`src/rtl/ps2_pkg.sv`:
```
// Shared PS/2 receiver definitions: prefix codes, frame FSM states and parity helper.
package ps2_pkg;

  localparam logic [7:0] CODE_BREAK = 8'hF0;
  localparam logic [7:0] CODE_EXT   = 8'hE0;

  typedef enum logic [1:0] {
    IDLE = 2'd0,
    DATA = 2'd1,
    STOP = 2'd2
  } state_e;

  // bits = {parity, data[7:0]}; PS/2 uses odd parity over all nine bits.
  function automatic logic odd_parity_ok(input logic [8:0] bits);
    return ^bits;
  endfunction

endpackage

```
`src/rtl/ps2_clk_filter.sv`:
```
// Synchronises the raw PS/2 pins, debounces the clock line and flags its falling edges.
module ps2_clk_filter #(
  parameter int FILTER_LEN = 8
) (
  input  logic clk_i,
  input  logic rst_ni,
  input  logic ps2c_i,
  input  logic ps2d_i,
  output logic ps2d_o,
  output logic fall_tick_o
);

  localparam int CW = $clog2(FILTER_LEN + 1);

  logic [1:0]    c_sync_q;
  logic [1:0]    d_sync_q;
  logic          filt_q, filt_d;
  logic [CW-1:0] cnt_q, cnt_d;
  logic          fall_q, fall_d;

  always_ff @(posedge clk_i or negedge rst_ni) begin
    if (!rst_ni) begin
      c_sync_q <= '1;
      d_sync_q <= '1;
      filt_q   <= 1'b1;
      cnt_q    <= '0;
      fall_q   <= 1'b0;
    end else begin
      c_sync_q <= {c_sync_q[0], ps2c_i};
      d_sync_q <= {d_sync_q[0], ps2d_i};
      filt_q   <= filt_d;
      cnt_q    <= cnt_d;
      fall_q   <= fall_d;
    end
  end

  // The filtered level flips on the FILTER_LEN-th consecutive differing sample.
  always_comb begin
    filt_d = filt_q;
    cnt_d  = '0;
    fall_d = 1'b0;
    if (c_sync_q[1] != filt_q) begin
      if (cnt_q == CW'(FILTER_LEN - 1)) begin
        filt_d = c_sync_q[1];
        fall_d = ~c_sync_q[1];
      end else begin
        cnt_d = cnt_q + 1'b1;
      end
    end
  end

  assign ps2d_o      = d_sync_q[1];
  assign fall_tick_o = fall_q;

endmodule

```
`src/rtl/ps2_keycode_rx.sv`:
```
// PS/2 keyboard frame receiver: reports make codes, drops break codes, strips E0 prefixes.
module ps2_keycode_rx
  import ps2_pkg::*;
#(
  parameter int FILTER_LEN  = 8,
  parameter int TIMEOUT_CYC = 20000
) (
  input  logic       clk,
  input  logic       reset,
  input  logic       ps2c,
  input  logic       ps2d,
  input  logic       rx_en,
  output logic       rx_done_tick,
  output logic [7:0] keycodeout,
  output logic       parity_err
);

  localparam int TW = $clog2(TIMEOUT_CYC + 1);

  logic          fall_tick;
  logic          ps2d_s;

  state_e        state_q, state_d;
  logic [3:0]    bits_q, bits_d;
  logic [8:0]    shift_q, shift_d;
  logic [TW-1:0] tmo_q, tmo_d;
  logic          brk_q, brk_d;
  logic          ext_q, ext_d;
  logic [7:0]    key_q, key_d;
  logic          done_q, done_d;
  logic          perr_q, perr_d;

  ps2_clk_filter #(
    .FILTER_LEN(FILTER_LEN)
  ) u_filt (
    .clk_i      (clk),
    .rst_ni     (reset),
    .ps2c_i     (ps2c),
    .ps2d_i     (ps2d),
    .ps2d_o     (ps2d_s),
    .fall_tick_o(fall_tick)
  );

  always_ff @(posedge clk or negedge reset) begin
    if (!reset) begin
      state_q <= IDLE;
      bits_q  <= '0;
      shift_q <= '0;
      tmo_q   <= '0;
      brk_q   <= 1'b0;
      ext_q   <= 1'b0;
      key_q   <= 8'h00;
      done_q  <= 1'b0;
      perr_q  <= 1'b0;
    end else begin
      state_q <= state_d;
      bits_q  <= bits_d;
      shift_q <= shift_d;
      tmo_q   <= tmo_d;
      brk_q   <= brk_d;
      ext_q   <= ext_d;
      key_q   <= key_d;
      done_q  <= done_d;
      perr_q  <= perr_d;
    end
  end

  always_comb begin
    state_d = state_q;
    bits_d  = bits_q;
    shift_d = shift_q;
    tmo_d   = '0;
    brk_d   = brk_q;
    ext_d   = ext_q;
    key_d   = key_q;
    done_d  = 1'b0;
    perr_d  = 1'b0;

    case (state_q)
      IDLE: begin
        if (rx_en && fall_tick && !ps2d_s) begin
          state_d = DATA;
          bits_d  = 4'd9;
        end
      end
      DATA: begin
        if (fall_tick) begin
          shift_d = {ps2d_s, shift_q[8:1]};
          bits_d  = bits_q - 1'b1;
          if (bits_q == 4'd1) state_d = STOP;
        end
      end
      STOP: begin
        if (fall_tick) begin
          state_d = IDLE;
          bits_d  = '0;
          if (!ps2d_s || !odd_parity_ok(shift_q)) begin
            perr_d = 1'b1;
            brk_d  = 1'b0;
            ext_d  = 1'b0;
          end else if (shift_q[7:0] == CODE_BREAK) begin
            brk_d = 1'b1;
          end else if (shift_q[7:0] == CODE_EXT) begin
            ext_d = 1'b1;
          end else if (brk_q) begin
            brk_d = 1'b0;
            ext_d = 1'b0;
          end else begin
            key_d  = shift_q[7:0];
            done_d = 1'b1;
            ext_d  = 1'b0;
          end
        end
      end
      default: state_d = IDLE;
    endcase

    // Inter-edge watchdog: an abort leaves the prefix flags untouched.
    if (state_q != IDLE && !fall_tick) begin
      if (tmo_q == TW'(TIMEOUT_CYC)) begin
        state_d = IDLE;
        bits_d  = '0;
      end else begin
        tmo_d = tmo_q + 1'b1;
      end
    end
  end

  assign rx_done_tick = done_q;
  assign keycodeout   = key_q;
  assign parity_err   = perr_q;

endmodule
```
`config.mk`:
```
export PLATFORM = sky130hd
export DESIGN_NAME = ps2_keycode_rx
export DESIGN_NICKNAME = d
export VERILOG_FILES = /design/src/rtl/ps2_pkg.sv /design/src/rtl/ps2_clk_filter.sv /design/src/rtl/ps2_keycode_rx.sv
export SDC_FILE = /design/constraint.sdc
export NUM_CORES = 1
export LEC_CHECK = 0
export ABC_AREA = 1
export ABC_CLOCK_PERIOD_IN_PS = 1600
export CORE_MARGIN = 10
export CORE_UTILIZATION = 40
export DETAILED_ROUTE_END_ITERATION = 8
export PLACE_DENSITY = 0.68
export SETUP_SLACK_MARGIN = 0.2
export SLEW_MARGIN = 10
export SYNTH_ARGS = -nofsm -noshare
export SYNTH_HDL_FRONTEND = slang
export SYNTH_SLANG_ARGS = --single-unit
```
`constraint.sdc`:
```
create_clock -name clk -period 1.6 [get_ports clk]
set_input_delay 0.48 -clock clk [delete_from_list [all_inputs] [get_ports clk]]
set_output_delay 0.48 -clock clk [all_outputs]
set_load 0.02 [all_outputs]
```
==> metrics.cfg, run 1 <==
[final_layout]
syn_to_final_growth_pct=34.0
fin_area_um2=3440
nNetsFinal=364
layout-drive-gt1-share=0.413
num_antenna_cells=0
utilization=0.548
nFillCells=536
fin_cells=426

[cts]
htree_levels=2
cts_tree=yes
cts_root_buffer=clkbuf_8
cts_hold_buffers=0
clockBufferDepth=2
clk_pin_slew_ns=0.10
cts_sinks=51
cts_buffers=5
clock_latency_ns=0.30

[sta]
timing.fmax_mhz=603
period_needed_ns=1.66
slew_violations=0
rsz0062_at_grt=true
finalSetupViolations=8
hold_violations=0
min_period_over_period=1.04
setup_ws_ns=-0.0576
fin_worst_skew_ns=0.0121
worst_pin_slew_ns=0.355
relSlewSlack=0.762

[global_route]
track_usage=0.101
grt_pass1_wl_um=8550
grt_max_degree=52
grt-ovfl-total=0
grt_pass1_vias=1984
antenna_found_initial=0

[logic_synthesis]
synth_edf_count=0
syn_inst=296
synth_area_um2=2570
synth_cell_types=31
ys_warn_count=0
synthFlopType=dfrtp_1
yosysSeqAreaShare=0.500
syn_avg_cell_area_um2=8.67
synth_seq_cells=51
async_flop_share=1.00
synth_nets=312

[power]
total_power_uw=2420
powerDensity_nw_per_um2=703
p_leak_uw=0.00155
ir_worst_vdd_mv=0.418

[placed_design]
place_ws_ns=-0.0271
placed_cell_area_um2=2930
gp_congestion=0.826
port_buffers=14
dp_cells=398
dpl.hpwl_um=3500

[worst_setup_path]
cp.required_ns=1.80
crit_type=register to register
crit_arrival_ns=1.86
cp-end-kind=register
rrSetupSlack_ns=-0.06
crit_fanout=4
reg2reg_from=shift_q[7]
start_kind=register
reg2reg_depth=11
r2r_end=keycodeout[2]

[drt]
routedWlPerCell_um=13.0
vias=2096
routed_wl_um=5520
via_per_inst=4.92
drc=0
drtIter0Drc=53
postRouteAntennaNets=0
dr.pass1.iters=4

[floorplanning]
row_count=29
die-area_um2=10000
ioPinCount=15
die_y_um=100
fp.dieW_um=100
core-area_um2=6280
start_util=0.409

[status]
failed_checks=setup timing
run_status=complete, but fails checks

[min_path]
hp-class=input pin to async pin

[run]
maxCapViolCount=0

-- routing by layer --
metal / part of all wire / GRT usage
met1: 0.43 / 0.118
met5: 0 / 0
met3: 0.034 / 0.0288
met4: 0.013 / 0.0337
met2: 0.52 / 0.173
-- cell usage in the layout (no fill, tap or decap), types with 4 or more instances in the layout --
cell type	n
a21oi_2	5
nor2_1	20
inv_2	13
inv_1	33
o21ai_2	11
nor2_4	4
nand2_1	44
nand4_1	10
nand3_1	11
dfrtp_1	40
nor3_1	5
ha_4	6
dfrtp_2	6
a21oi_1	11
dfstp_2	5
o21ai_0	12
clkbuf_8	5
ha_1	5
buf_4	27
nor2_2	5
nand2_2	13
buf_2	11
nor3_4	4
buf_6	4
-- area by class of cell --
class / instances / area, um2 / share of cell area
multi-input cells: 192 / 1340 / 0.389
flip-flops and latches: 51 / 1290 / 0.375
repair buffers: 50 / 428 / 0.124
inverters: 48 / 188 / 0.0546
well taps: 77 / 96.3 / 0.0280
clock buffers: 5 / 68.8 / 0.0200
clock inverters: 3 / 28.8 / 0.00837
-- state kept, by name, indices dropped and copies added, names as in the netlist, 2 cells and up --
signal and cells:
u_filt.c_sync_q 2, keycodeout 8, state_q 2, u_filt.cnt_q 4
tmo_q 15, u_filt.d_sync_q 2, shift_q 9, bits_q 4
-- stage by stage --
stage | hold slack, ns | setup TNS (ns)
finish | 0.151 | -0.300
global route | 0.160 | -1.41
CTS | 0.155 | -0.0979
detailed placement | 0.348 | -0.103
global placement | 0.347 | 0
floorplan | 0.184 | 0
-- report_power, final --
part | internal, uW | switching (uW)
logic | 96.5 | 132
registers | 1360 | 48.5
clock network | 325 | 457
total | 1780 | 637
-- cell usage after synthesis, types with 3 or more instances --
cell type  number  area, um2
nand4_1        10       62.6
nand3_1        15       75.1
inv_2           5       18.8
nor3_1          7       35.0
nor3_2          3       30.0
o21ai_2         8       70.1
dfstp_2         5        131
dfrtp_1        46       1150
o21ai_0        17       85.1
inv_1          43        161
xor2_1          4       35.0
nor2_1         26       97.6
a21oi_1        16       80.1
nand2_1        58        218
ha_1           11        138
-- critical path: stages, from the launching register on --
cell	delay, ns
dfrtp_1	0.42
ha_4	0.28
inv_1	0.05
nand2_1	0.07
nand3_2	0.09
nand2_1	0.06
nand2_1	0.06
nand2_2	0.08
nand4_4	0.14
clkbuf_16	0.21
nand2_2	0.05
o21ai_2	0.05
-- cells by family after synthesis --
kind of cell	Yosys count	synth area share
buf+inv	53	0.0824
flops	51	0.500
xor+xnor	6	0.0205
fa+ha+maj	11	0.0536
simple gates	131	0.243
compound gates	44	0.100
-- how the worst max path moves through the flow --
stage | start | endpoint | slack (ns) | cells past startpoint
floorplan | shift_q[5] | keycodeout[6] | 0.02 | 11
finish | shift_q[7] | keycodeout[2] | -0.06 | 11
detailed placement | shift_q[4] | keycodeout[1] | -0.03 | 12
global route | shift_q[4] | keycodeout[1] | -0.16 | 11
CTS | shift_q[1] | keycodeout[5] | -0.02 | 9
global placement | shift_q[1] | keycodeout[7] | 0.02 | 9
-- repair_timing --
item,CTS,global route
setup buffers,3,14
endpoints found under the setup margin,34,33
gates cloned,0,3
pin swaps,8,29
resized for setup,56,62
Power figures use the tool's default switching activity.
==> run 2, diff against run 1 <==
--- a/config.mk
+++ b/config.mk
@@ -8,9 +8,9 @@
 export ABC_AREA = 1
 export ABC_CLOCK_PERIOD_IN_PS = 1600
 export CORE_MARGIN = 10
-export CORE_UTILIZATION = 40
+export CORE_UTILIZATION = 53
 export DETAILED_ROUTE_END_ITERATION = 8
-export PLACE_DENSITY = 0.68
+export PLACE_DENSITY = 0.84
 export SETUP_SLACK_MARGIN = 0.2
 export SLEW_MARGIN = 10
 export SYNTH_ARGS = -nofsm -noshare
==> run 2 against run 1 <==
  * First-iteration DRC count grew to 3.7 times the previous value
  * Final cell count down 3.8%
  * Clock-buffer cell count grew 2
  * Largest cell class unchanged
  * Total power shrank 2.8%
  * The run still ends with setup timing left
  * Critical endpoint is now keycodeout[4]
  * Largest power group unchanged
  * Clock power decreased by 7.8%
==> metrics.cfg, run 2 (synthesis gave the netlist of run 1 again) <==
[cts]
clock_latency_ns=0.31  ; was 0.30 ns
clockBufferDepth=2  ; unchanged
cts_hold_buffers=0  ; unchanged
cts_sinks=51  ; unchanged
htree_levels=2  ; unchanged
cts_root_buffer=clkbuf_8  ; unchanged
clk_pin_slew_ns=0.09  ; was 0.10 ns
cts_buffers=5  ; unchanged
cts_tree=yes  ; unchanged

[sta]
worst_pin_slew_ns=0.352  ; was 0.355 ns
min_period_over_period=1.11  ; was 1.04
slew_violations=0  ; unchanged
setup_ws_ns=-0.179  ; was -0.0576 ns
period_needed_ns=1.78  ; was 1.66 ns
rsz0062_at_grt=true  ; unchanged
finalSetupViolations=10  ; was 8
fin_tns_setup_ns=-1.42  ; was -0.300 ns
hold_violations=0  ; unchanged
fin_worst_skew_ns=0.00639  ; was 0.0121 ns
timing.fmax_mhz=562  ; was 603 MHz
relSlewSlack=0.765  ; was 0.762

[power]
total_power_uw=2350  ; was 2420 uW
p_leak_uw=0.00150  ; was 0.00155 uW
powerDensity_nw_per_um2=697  ; was 703 nW/um2
ir_worst_vdd_mv=0.442  ; was 0.418 mV

[final_layout]
top_register=tmo_q  ; unchanged
nFillCells=291  ; was 536
syn_to_final_growth_pct=31.4  ; was 34.0%
nNetsFinal=358  ; was 364
layout-drive-gt1-share=0.411  ; was 0.413
num_antenna_cells=0  ; unchanged
fin_cells=410  ; was 426
layout_commonest_cell=nand2_1  ; unchanged
largest_register_ffs=15  ; unchanged
final_cell_mix=nand2_1 (41), dfrtp_1 (40), inv_1 (30)  ; was nand2_1 (44), dfrtp_1 (40), inv_1 (33)
fin_area_um2=3370  ; was 3440 um2

[global_route]
grt_pass1_wl_um=9060  ; was 8550 um
grt_max_degree=39  ; was 52
grt_pass1_vias=2117  ; was 1984
grt-ovfl-total=0  ; unchanged
track_usage=0.143  ; was 0.101
antenna_found_initial=0  ; unchanged

[worst_setup_path]
worstSetupStartpoint=shift_q[7]  ; unchanged
start_kind=register  ; unchanged
cp.required_ns=1.80  ; about the same
crit_arrival_ns=1.98  ; was 1.86 ns
max_stage_delay_ns=0.42  ; about the same
crit_chain=ha_4 > inv_4 > nand2_2 > nand3_2 > nand2_1 > nand2_1 > nand2_2 > nand4_4 > buf_12 > nand2_2 > o21ai_2  ; was ha_4 > inv_1 > nand2_1 > nand3_2 > nand2_1 > nand2_1 > nand2_2 > nand4_4 > clkbuf_16 > nand2_2 > o21ai_2
crit_type=register to register  ; unchanged
cp_common_cell=nand2_2  ; was nand2_1
reg2reg_from=shift_q[7]  ; unchanged
cp-end-kind=register  ; unchanged
crit_fanout=5  ; was 4
crit_slowest_cell=dfrtp_1  ; unchanged

[run]
maxCapViolCount=0  ; unchanged

[drt]
drtIter0Drc=197  ; was 53
via_per_inst=5.55  ; was 4.92
dr.pass1.iters=5  ; was 4
routedWlPerCell_um=15.7  ; was 13.0 um
routed_wl_um=6420  ; was 5520 um
vias=2276  ; was 2096
postRouteAntennaNets=0  ; unchanged
drc=0  ; unchanged

[floorplanning]
fp.dieW_um=89.6  ; was 100 um
row_count=25  ; was 29
ioPinCount=15  ; unchanged
die_y_um=89.6  ; was 100 um
core-area_um2=4720  ; was 6280 um2
die-area_um2=8030  ; was 10000 um2
start_util=0.543  ; was 0.409

[placed_design]
place_ws_ns=-0.0460  ; was -0.0271 ns
dpl.hpwl_um=3610  ; was 3500 um
dp_cells=388  ; was 398
placed_cell_area_um2=2920  ; was 2930 um2
gp_congestion=0.829  ; was 0.826
port_buffers=14  ; unchanged

[status]
run_status=complete, but fails checks  ; unchanged
failed_checks=setup timing  ; unchanged

[min_path]
hp-class=input pin to async pin  ; unchanged

run 2: area by class of cell:
class                   instances  area, um2  share of cell area
multi-input cells             192       1340               0.398
well taps                      67       83.8              0.0249
flip-flops and latches         51       1290               0.383
clock inverters                 1       5.00             0.00148
inverters                      48        188              0.0557
clock buffers                   7       76.3              0.0226
repair buffers                 44        387               0.115
run 2: worst paths after layout:
check                                           to  slack, ns  depth (start not counted)
worst max-delay path                 keycodeout[4]      -0.18                         11
worst min-delay path                    shift_q[0]       0.07                          1
worst max register to register       keycodeout[4]      -0.18                         11
worst min register to register  u_filt.d_sync_q[1]       0.36                          0
max in group asynchronous       u_filt.c_sync_q[1]       0.95                          2
min in group clk                u_filt.d_sync_q[1]       0.36                          0
run 2: routing by layer:
layer / vias to the layer above / part of all wire / GRT usage
met3: 25 / 0.062 / 0.0370
met5: - / 0 / 0
met1: 1098 / 0.39 / 0.149
met2: 102 / 0.52 / 0.262
li1: 1051 / - / -
met4: 0 / 0.029 / 0.0665
run 2: metrics by stage:
step / util / hold slack [ns]
6_report: 0.714 / 0.0654
5_1_grt: 0.714 / 0.0898
4_1_cts: 0.648 / 0.0829
3_5_place_dp: 0.617 / 0.347
3_3_place_gp: 0.617 / 0.345
2_1_floorplan: - / 0.184
run 2: repair_timing:
| item | 4_1_cts | 5_1_grt |
|---|---|---|
| setup buffers | 4 | 8 |
| pin swaps | 10 | 23 |
| setup endpoints to repair | 36 | 44 |
| resized for setup | 62 | 62 |
| cloned | 0 | 2 |
run 2: power by group:
group          leakage (uW)  internal (uW)  switching [uW]
combinational      0.000782           89.4             130
clock             0.0000422            308             413
sequential         0.000679           1360            50.4
run 2: worst max-delay path: cells and delay by family (launching register included):
family / cells / cell delay, ns
simple gates: 7 / 0.66
buf+inv: 2 / 0.23
fa+ha+maj: 1 / 0.31
flops: 1 / 0.42
compound gates: 1 / 0.05
==> run 3, diff against run 2 <==
--- a/config.mk
+++ b/config.mk
@@ -7,6 +7,7 @@
 export LEC_CHECK = 0
 export ABC_AREA = 1
 export ABC_CLOCK_PERIOD_IN_PS = 1600
+export CAP_MARGIN = 20
 export CORE_MARGIN = 10
 export CORE_UTILIZATION = 53
 export DETAILED_ROUTE_END_ITERATION = 8
==> results of run 3 <==
The final DEF is identical to that of run 2; final timing and power are the same.
